[config.mk]
export PLATFORM = sky130hd
export DESIGN_NAME = td4_core
export DESIGN_NICKNAME = d
export VERILOG_FILES = /design/src/rtl/td4_pkg.sv /design/src/rtl/td4_decoder.sv /design/src/rtl/td4_core.sv
export SDC_FILE = /design/constraint.sdc
export NUM_CORES = 1
export LEC_CHECK = 0
export ABC_AREA = 1
export CAP_MARGIN = 20
export CORE_MARGIN = 2
export CORE_UTILIZATION = 50
export CTS_CLUSTER_DIAMETER = 100
export DETAILED_ROUTE_END_ITERATION = 8
export HOLD_SLACK_MARGIN = 0.03
export PLACE_DENSITY = 0.79
export SLEW_MARGIN = 20
export SYNTH_ARGS = -nofsm -noshare
export SYNTH_HDL_FRONTEND = slang
export SYNTH_SLANG_ARGS = --single-unit
export TNS_END_PERCENT = 10
[constraint.sdc]
create_clock -name clk -period 6.1 [get_ports clk]
set_clock_uncertainty 0.2 [all_clocks]
set_input_delay 1.22 -clock clk [delete_from_list [all_inputs] [get_ports clk]]
set_output_delay 1.22 -clock clk [all_outputs]
set_load 0.02 [all_outputs]
[src/rtl/td4_pkg.sv]
// rtl/td4_pkg.sv - TD4 opcode, operand-select and field definitions
package td4_pkg;

  localparam int OPC_MSB = 7;
  localparam int OPC_LSB = 4;
  localparam int IMM_MSB = 3;
  localparam int IMM_LSB = 0;

  typedef enum logic [3:0] {
    OP_ADD_A    = 4'b0000,
    OP_MOV_A_B  = 4'b0001,
    OP_IN_A     = 4'b0010,
    OP_MOV_A_IM = 4'b0011,
    OP_MOV_B_A  = 4'b0100,
    OP_ADD_B    = 4'b0101,
    OP_IN_B     = 4'b0110,
    OP_MOV_B_IM = 4'b0111,
    OP_OUT_B    = 4'b1001,
    OP_OUT_IM   = 4'b1011,
    OP_JNC      = 4'b1110,
    OP_JMP      = 4'b1111
  } opcode_e;

  typedef enum logic [1:0] {SRC_A, SRC_B, SRC_IN, SRC_ZERO} src_sel_e;

  typedef enum logic [2:0] {DST_A, DST_B, DST_OUT, DST_PC, DST_NONE} dst_sel_e;

endpackage

[src/rtl/td4_decoder.sv]
// rtl/td4_decoder.sv - combinational TD4 instruction decoder
module td4_decoder
  import td4_pkg::*;
(
  input  logic [3:0] opcode,
  input  logic       c,
  output src_sel_e   src_sel,
  output dst_sel_e   dst_sel,
  output logic       load_c,
  output logic       jump_taken
);

  always_comb begin
    src_sel    = SRC_ZERO;
    dst_sel    = DST_NONE;
    load_c     = 1'b1;
    jump_taken = 1'b0;
    case (opcode)
      OP_ADD_A:    begin src_sel = SRC_A;    dst_sel = DST_A;   end
      OP_MOV_A_B:  begin src_sel = SRC_B;    dst_sel = DST_A;   end
      OP_IN_A:     begin src_sel = SRC_IN;   dst_sel = DST_A;   end
      OP_MOV_A_IM: begin src_sel = SRC_ZERO; dst_sel = DST_A;   end
      OP_MOV_B_A:  begin src_sel = SRC_A;    dst_sel = DST_B;   end
      OP_ADD_B:    begin src_sel = SRC_B;    dst_sel = DST_B;   end
      OP_IN_B:     begin src_sel = SRC_IN;   dst_sel = DST_B;   end
      OP_MOV_B_IM: begin src_sel = SRC_ZERO; dst_sel = DST_B;   end
      OP_OUT_B:    begin src_sel = SRC_B;    dst_sel = DST_OUT; end
      OP_OUT_IM:   begin src_sel = SRC_ZERO; dst_sel = DST_OUT; end
      OP_JMP:      begin dst_sel = DST_PC; jump_taken = 1'b1;   end
      // JNC looks at the carry held before this edge
      OP_JNC:      begin dst_sel = DST_PC; jump_taken = ~c;     end
      default:     load_c = 1'b0;
    endcase
  end

endmodule

[src/rtl/td4_core.sv]
// rtl/td4_core.sv - TD4 execution core: registers, adder and PC
module td4_core
  import td4_pkg::*;
#(
  parameter logic [3:0] RESET_PC = 4'h0
) (
  input  logic       clk,
  input  logic       rst,
  input  logic       en,
  output logic [3:0] addr,
  input  logic [7:0] data,
  input  logic [3:0] in_port,
  output logic [3:0] out_port,
  output logic       carry
);

  logic [3:0] reg_a, reg_b, reg_out, pc;
  logic       c_flag;
  logic [3:0] imm, src;
  logic [4:0] sum;
  src_sel_e   src_sel;
  dst_sel_e   dst_sel;
  logic       load_c, jump_taken;

  assign imm = data[IMM_MSB:IMM_LSB];

  td4_decoder u_decoder (
    .opcode     (data[OPC_MSB:OPC_LSB]),
    .c          (c_flag),
    .src_sel    (src_sel),
    .dst_sel    (dst_sel),
    .load_c     (load_c),
    .jump_taken (jump_taken)
  );

  always_comb begin
    src = 4'h0;
    case (src_sel)
      SRC_A:   src = reg_a;
      SRC_B:   src = reg_b;
      SRC_IN:  src = in_port;
      default: src = 4'h0;
    endcase
  end

  assign sum = {1'b0, src} + {1'b0, imm};

  always_ff @(posedge clk) begin
    if (rst) begin
      reg_a   <= 4'h0;
      reg_b   <= 4'h0;
      reg_out <= 4'h0;
      c_flag  <= 1'b0;
      pc      <= RESET_PC;
    end else if (en) begin
      case (dst_sel)
        DST_A:   reg_a   <= sum[3:0];
        DST_B:   reg_b   <= sum[3:0];
        DST_OUT: reg_out <= sum[3:0];
        default: ;
      endcase
      if (load_c) c_flag <= sum[4];
      pc <= (dst_sel == DST_PC && jump_taken) ? sum[3:0] : pc + 4'd1;
    end
  end

  assign addr     = pc;
  assign out_port = reg_out;
  assign carry    = c_flag;

endmodule

## Yosys cells after proc, flatten, opt, wreduce, memory -nomap -nowiden

Cells that the tools add are included.

| cells by class | value |
|---|---|
| add/subtract/negate cells | 2 |
| multipliers | 0 |
| divide/modulo/power cells | 0 |
| $lt $le $gt $ge | 0 |
| equal/unequal tests | 16 |
| shifts and indexed selects | 0 |
| muxes and demuxes | 6 |
| bitwise logic cells | 1 |
| reductions and logical operators | 16 |

Operators by type and width:

| kind | count |
|---|---|
| == test 4 x 3 -> 1 bit, second input constant | 4 |
| == test 4 bit, second input constant | 4 |
| case mux 3 bit (4 select lines) | 1 |
| case mux 4 bit (3 select lines) | 1 |
| OR reduction 12 bit | 1 |
| == test 4 x 2 -> 1 bit, second input constant | 2 |
| AND reduction 2 bit | 4 |
| OR reduction 2 bit | 4 |
| OR reduction 4 bit | 2 |
| == test 3 x 2 -> 1 bit, second input constant | 2 |
| case mux 2 bit (3 select lines) | 1 |
| adder 4 x 4 -> 5 bit | 1 |
| adder 4 x 1 -> 4 bit, second input constant | 1 |
| == test 4 x 1 -> 1 bit, second input constant | 1 |
| zero test 4 bit | 1 |
| two-way mux 4 bit | 1 |
| == test 3 x 1 -> 1 bit, second input constant | 1 |
| zero test 3 bit | 1 |
| OR reduction 3 bit | 1 |
| == test 2 x 1 -> 1 bit, second input constant | 1 |
| == test 2 bit, second input constant | 1 |
| zero test 2 bit | 1 |
| case mux 1 bit (2 select lines) | 1 |
| logical AND 1 bit | 1 |
| 2 further kinds | 2 |

| storage, ports and cells | value |
|---|---|
| flip-flop bits (word level) | 17 |
| bits in latches | 0 |
| bits in writable memories | 0 |
| memory bits (read-only) | 0 |
| input bits | 15 |
| word-level logic and storage cells | 46 |
| memories kept | 0 |

## Logic depth before layout (Yosys ltp)

| depth | value |
|---|---|
| word-level depth | 7 |
| depth in mapped cells | 12 |
| gate-level depth less buffers | 12 |

## Hierarchy

From an unflattened synthesis, not the netlist that was laid out.

| unflattened totals | value |
|---|---|
| cells, all modules | 155 |
| area, all modules | 1,083.5 µm² |

By module, submodules not included:

| module | instances | cells an instance | area an instance (µm²) | sequential area each (µm²) |
|---|---|---|---|---|
| td4_core | 1 | 141 | 1,018.5 | 340.3 |
| td4_decoder | 1 | 14 | 65.1 | 0.0 |

## Worst setup path after synthesis

Ideal clock, no wire load.

| timing | value |
|---|---|
| path type | in2reg |
| from | input port data[7] |
| to | register pc[2], in the netlist addr[2] |
| data arrival time | 2.661 ns |
| required time | 5.787 ns |
| path slack | 3.126 ns |
| stages | 12 |
| buffers on the path | 0 |
| cell sequence | nor2_1 -> nand2_1 -> inv_1 -> nand2_1 -> o211ai_1 -> ha_1 -> inv_1 -> fa_1 -> xor2_1 -> nor2_1 -> nor2_1 -> nor2_1 |

| between the ends | value |
|---|---|
| word-level cells in the longest chain between the ends | 7 |
| elaborated cells on any way between the ends | 30 |
| classes of those cells | 1 x add/sub; 14 x eq/ne; 5 x mux; 10 x reduce/logical |

Ends and longest elaborated chain:

| element | RTL line | text |
|---|---|---|
| start: declaration | td4_core.sv:11 | `input logic [7:0] data,` |
| == test 4 x 1 -> 1 bit, or another cell as far along | td4_decoder.sv:18 | `case (opcode)` |
| OR reduction 3 bit (no source line) or OR reduction 2 bit (tied branches) | n/a |  |
| case mux 2 bit (3 select lines) | td4_decoder.sv:18 |  |
| == test 2 bit, or another cell as far along | td4_core.sv:38 | `case (src_sel)` |
| case mux 4 bit (3 select lines) | td4_core.sv:38 |  |
| adder 4 x 4 -> 5 bit | td4_core.sv:46 | `assign sum = {1'b0, src} + {1'b0, imm};` |
| two-way mux 4 bit (*) | td4_core.sv:63 | `pc <= (dst_sel == DST_PC && jump_taken) ? sum[3:0] : pc + 4'd1;` |
| end signal: assignment | td4_core.sv:63 |  |
| end: declaration | td4_core.sv:17 | `logic [3:0] reg_a, reg_b, reg_out, pc;` |

Every way passes the cells marked *; elsewhere a longest branch is shown, timed or not.
A chain may end at the register's enable or synchronous reset.

## Worst setup path after layout

Ends and elaborated chain as after synthesis.

==> metrics <==
Post-Route WL 2470 um; Inst Count DP roughly 200; maximum fanout along the worst path 5; largest net degree at the start of global routing 15; outcome completed; Final Net Count 202; Clock Tree Root clkbuf_4; sequential area share after synthesis roughly a third; Least-Margin Pin Slew 378 ps; CTS Hold Bufs 0; RSZ-0062 raised after global routing no; switching fraction of total power 30.3%; Fillers approximately 180; Final Non-Filler Cells 207; Register-to-Register Setup Slack between 4000 and 5000 ps; Post-CTS Resized 0; min cycle time layout 3500 ps; Initial DRC Count 13; Longest Clk Path Bufs 2; GP Congestion around 0.86; Multi-input gate area 566 um^2; Register Area 340 um^2; Critical path origin data[7]; Data required, critical path between 6000 and 7000 ps; syn avg cell area about 6.7 um^2; clock slew at reported path FFs 90 ps; Die X-Extent 49.7 um; vias in the first global route a little over 1000; reg-to-reg critical path endpoint addr[2]$_SDFFE_PP0P_; Min-Delay Path Class flop to flop; Post-Synthesis Cells 155; hold violation count in the final report 0; Seq pwr share 49.8%; P per Cell Area between 150 and 200 nW/um^2; Post-route DRC 0; crit path to addr[2]$_SDFFE_PP0P_; Clk Latency, worst-skew pair 290 ps; initial antenna violation count 0; core box area 1960 um^2; Achievable Freq 0.286 GHz; Routed WL per cell roughly 12 um; CTS sink count 17; Pre-Repair DR Iteration Count 4; Syn Std Cell Area roughly 1000 um^2; Psw 73.7 uW; Port Buffers 23; number of nets with antenna violations after routing 0; Yosys Warn Count 0; Fin Setup TNS 0 ps; row count 16; GR Util All Layers 22.7%; setup violators final 0; layout cells sized above 1 5.56%; Cell Area, Placed 1290 um^2; commonest non-fill, non-tap cells in the layout nand2_1 (30), inv_1 (29), clkdlybuf4s50_1 (23); CTS Buf Count 3; CTS tree yes; syn_nets 176; commonest non-fill, non-tap cell in the layout nand2_1; DP HPWL 1920 um; setup bufs post-CTS 0; ANT cells 0; post-synth cell types 25; number of max-cap violations 0; kind of end point of the critical path flop; global-route wire length before repair 4350 um; Clock power frac 24.9%; via count between 1000 and 1500; period utilization 57.4%; Slew HR 74.6%; Final Max Tran Viols 0; gr ovfl total 0; PnR Total Power 244 uW; area delta synth->final 26.0%; FF-to-FF path depth 9; Seq cells post-synth 17; critical path class input pin to flop; Die H 49.7 um; Ports 24; startpoint types input pin; vias per inst 5.07; combinational share of power 25.3%; Leak 0.612 nW; die area approximately 2500 um^2; Critical R2R Launch reg_b[0]$_SDFFE_PP0P_; H-tree depth 1; post-route cell area 1320 um^2; Peak VDD IR 0.130 mV; Internal around 170 uW; Initial Util 53.3%; Worst Path Arrival approximately 3500 ps
-- power by group through the flow --
stage | Sequential [mW] | Combinational [mW] | Clock (mW)
final | 0.121 | 0.0616 | 0.0606
after global routing | 0.122 | 0.0695 | 0.0654
after CTS | 0.121 | 0.0617 | 0.0631
after detailed placement | 0.124 | 0.0611 | 0
after global placement | 0.124 | 0.0603 | 0
after floorplan | 0.127 | 0.0330 | 0
-- how the worst min path moves through the flow --
stage | start | end | slack [ps] | cells past startpoint
6_report | reg_b[1]$_SDFFE_PP0P_ | reg_b[1]$_SDFFE_PP0P_ | 270 | 2
5_1_grt | reg_b[0]$_SDFFE_PP0P_ | reg_b[0]$_SDFFE_PP0P_ | 300 | 2
4_1_cts | reg_b[1]$_SDFFE_PP0P_ | reg_b[1]$_SDFFE_PP0P_ | 270 | 2
3_5_place_dp | reg_b[1]$_SDFFE_PP0P_ | reg_b[1]$_SDFFE_PP0P_ | 250 | 2
3_3_place_gp | reg_b[1]$_SDFFE_PP0P_ | reg_b[1]$_SDFFE_PP0P_ | 250 | 2
2_1_floorplan | reg_b[2]$_SDFFE_PP0P_ | reg_b[2]$_SDFFE_PP0P_ | 230 | 2
-- final cells by class --
cell class | instances | share of cell area (%)
clock buffer | 4 | 2.00
inverter | 32 | 9.13
multi-input combinational | 104 | 43.0
sequential | 17 | 25.9
tap | 27 | 2.57
timing repair buffer | 23 | 17.5
-- kinds of logic after synthesis --
family | Yosys count | share of synthesized area [%]
compound gates | 36 | 18.4
xor+xnor | 1 | 0.838
fa+ha+maj | 6 | 7.90
buf+inv | 34 | 13.3
flops | 17 | 32.6
simple gates | 61 | 26.9
-- cells in the mapped netlist --
cell / number / share of area, %
a31oi_1: 1 / 0.60
a21oi_1: 16 / 7.7
nand2_1: 30 / 11
inv_2: 2 / 0.72
nor2_1: 11 / 4.0
xor2_1: 1 / 0.84
nand4_1: 1 / 0.60
nand3_1: 13 / 6.2
clkinv_1: 1 / 0.36
nand2_2: 1 / 0.60
fa_1: 1 / 1.9
nor3_4: 2 / 3.1
ha_1: 5 / 6.0
o221ai_1: 1 / 0.84
dfxtp_1: 17 / 33
clkbuf_2: 1 / 0.48
o211ai_1: 2 / 1.4
inv_1: 29 / 10
o21ai_0: 14 / 6.7
o21bai_1: 1 / 0.72
or2_2: 1 / 0.60
nor2_2: 1 / 0.60
nor3_1: 1 / 0.48
o21ai_1: 1 / 0.48
clkbuf_8: 1 / 1.3
-- flip-flops by register name, summed over array words and instances (netlist names) --
signal and flops:
addr 4, carry 1, out_port 4, reg_a 4, reg_b 4
-- critical path: stages --
cell	delay, ps
clkdlybuf4s50_1	520
nor2_1	180
nand2_1	110
inv_1	90
nand2_1	50
o211ai_1	90
ha_1	220
inv_1	70
fa_1	400
xor2_1	290
nor2_1	70
nor2_1	110
nor2_1	60
-- metal layers --
| layer | vias up | GRT usage, % | wire length, um |
|---|---|---|---|
| met5 | - | 0 | 0 |
| met1 | 476 | 29.3 | 1210 |
| met4 | 0 | 5.56 | 30 |
| met2 | 17 | 38.9 | 1160 |
| li1 | 552 | - | - |
| met3 | 5 | 4.24 | 68 |
-- per-stage QoR --
stage	hold slack, ps	util (%)	setup slack [ps]
3_5_place_dp	253	65.8	2320
2_1_floorplan	227	-	3130
6_report	274	67.1	2600
5_1_grt	295	67.1	2330
4_1_cts	269	67.1	2590
3_3_place_gp	248	65.8	2420
(Power assumes the default switching activity.)
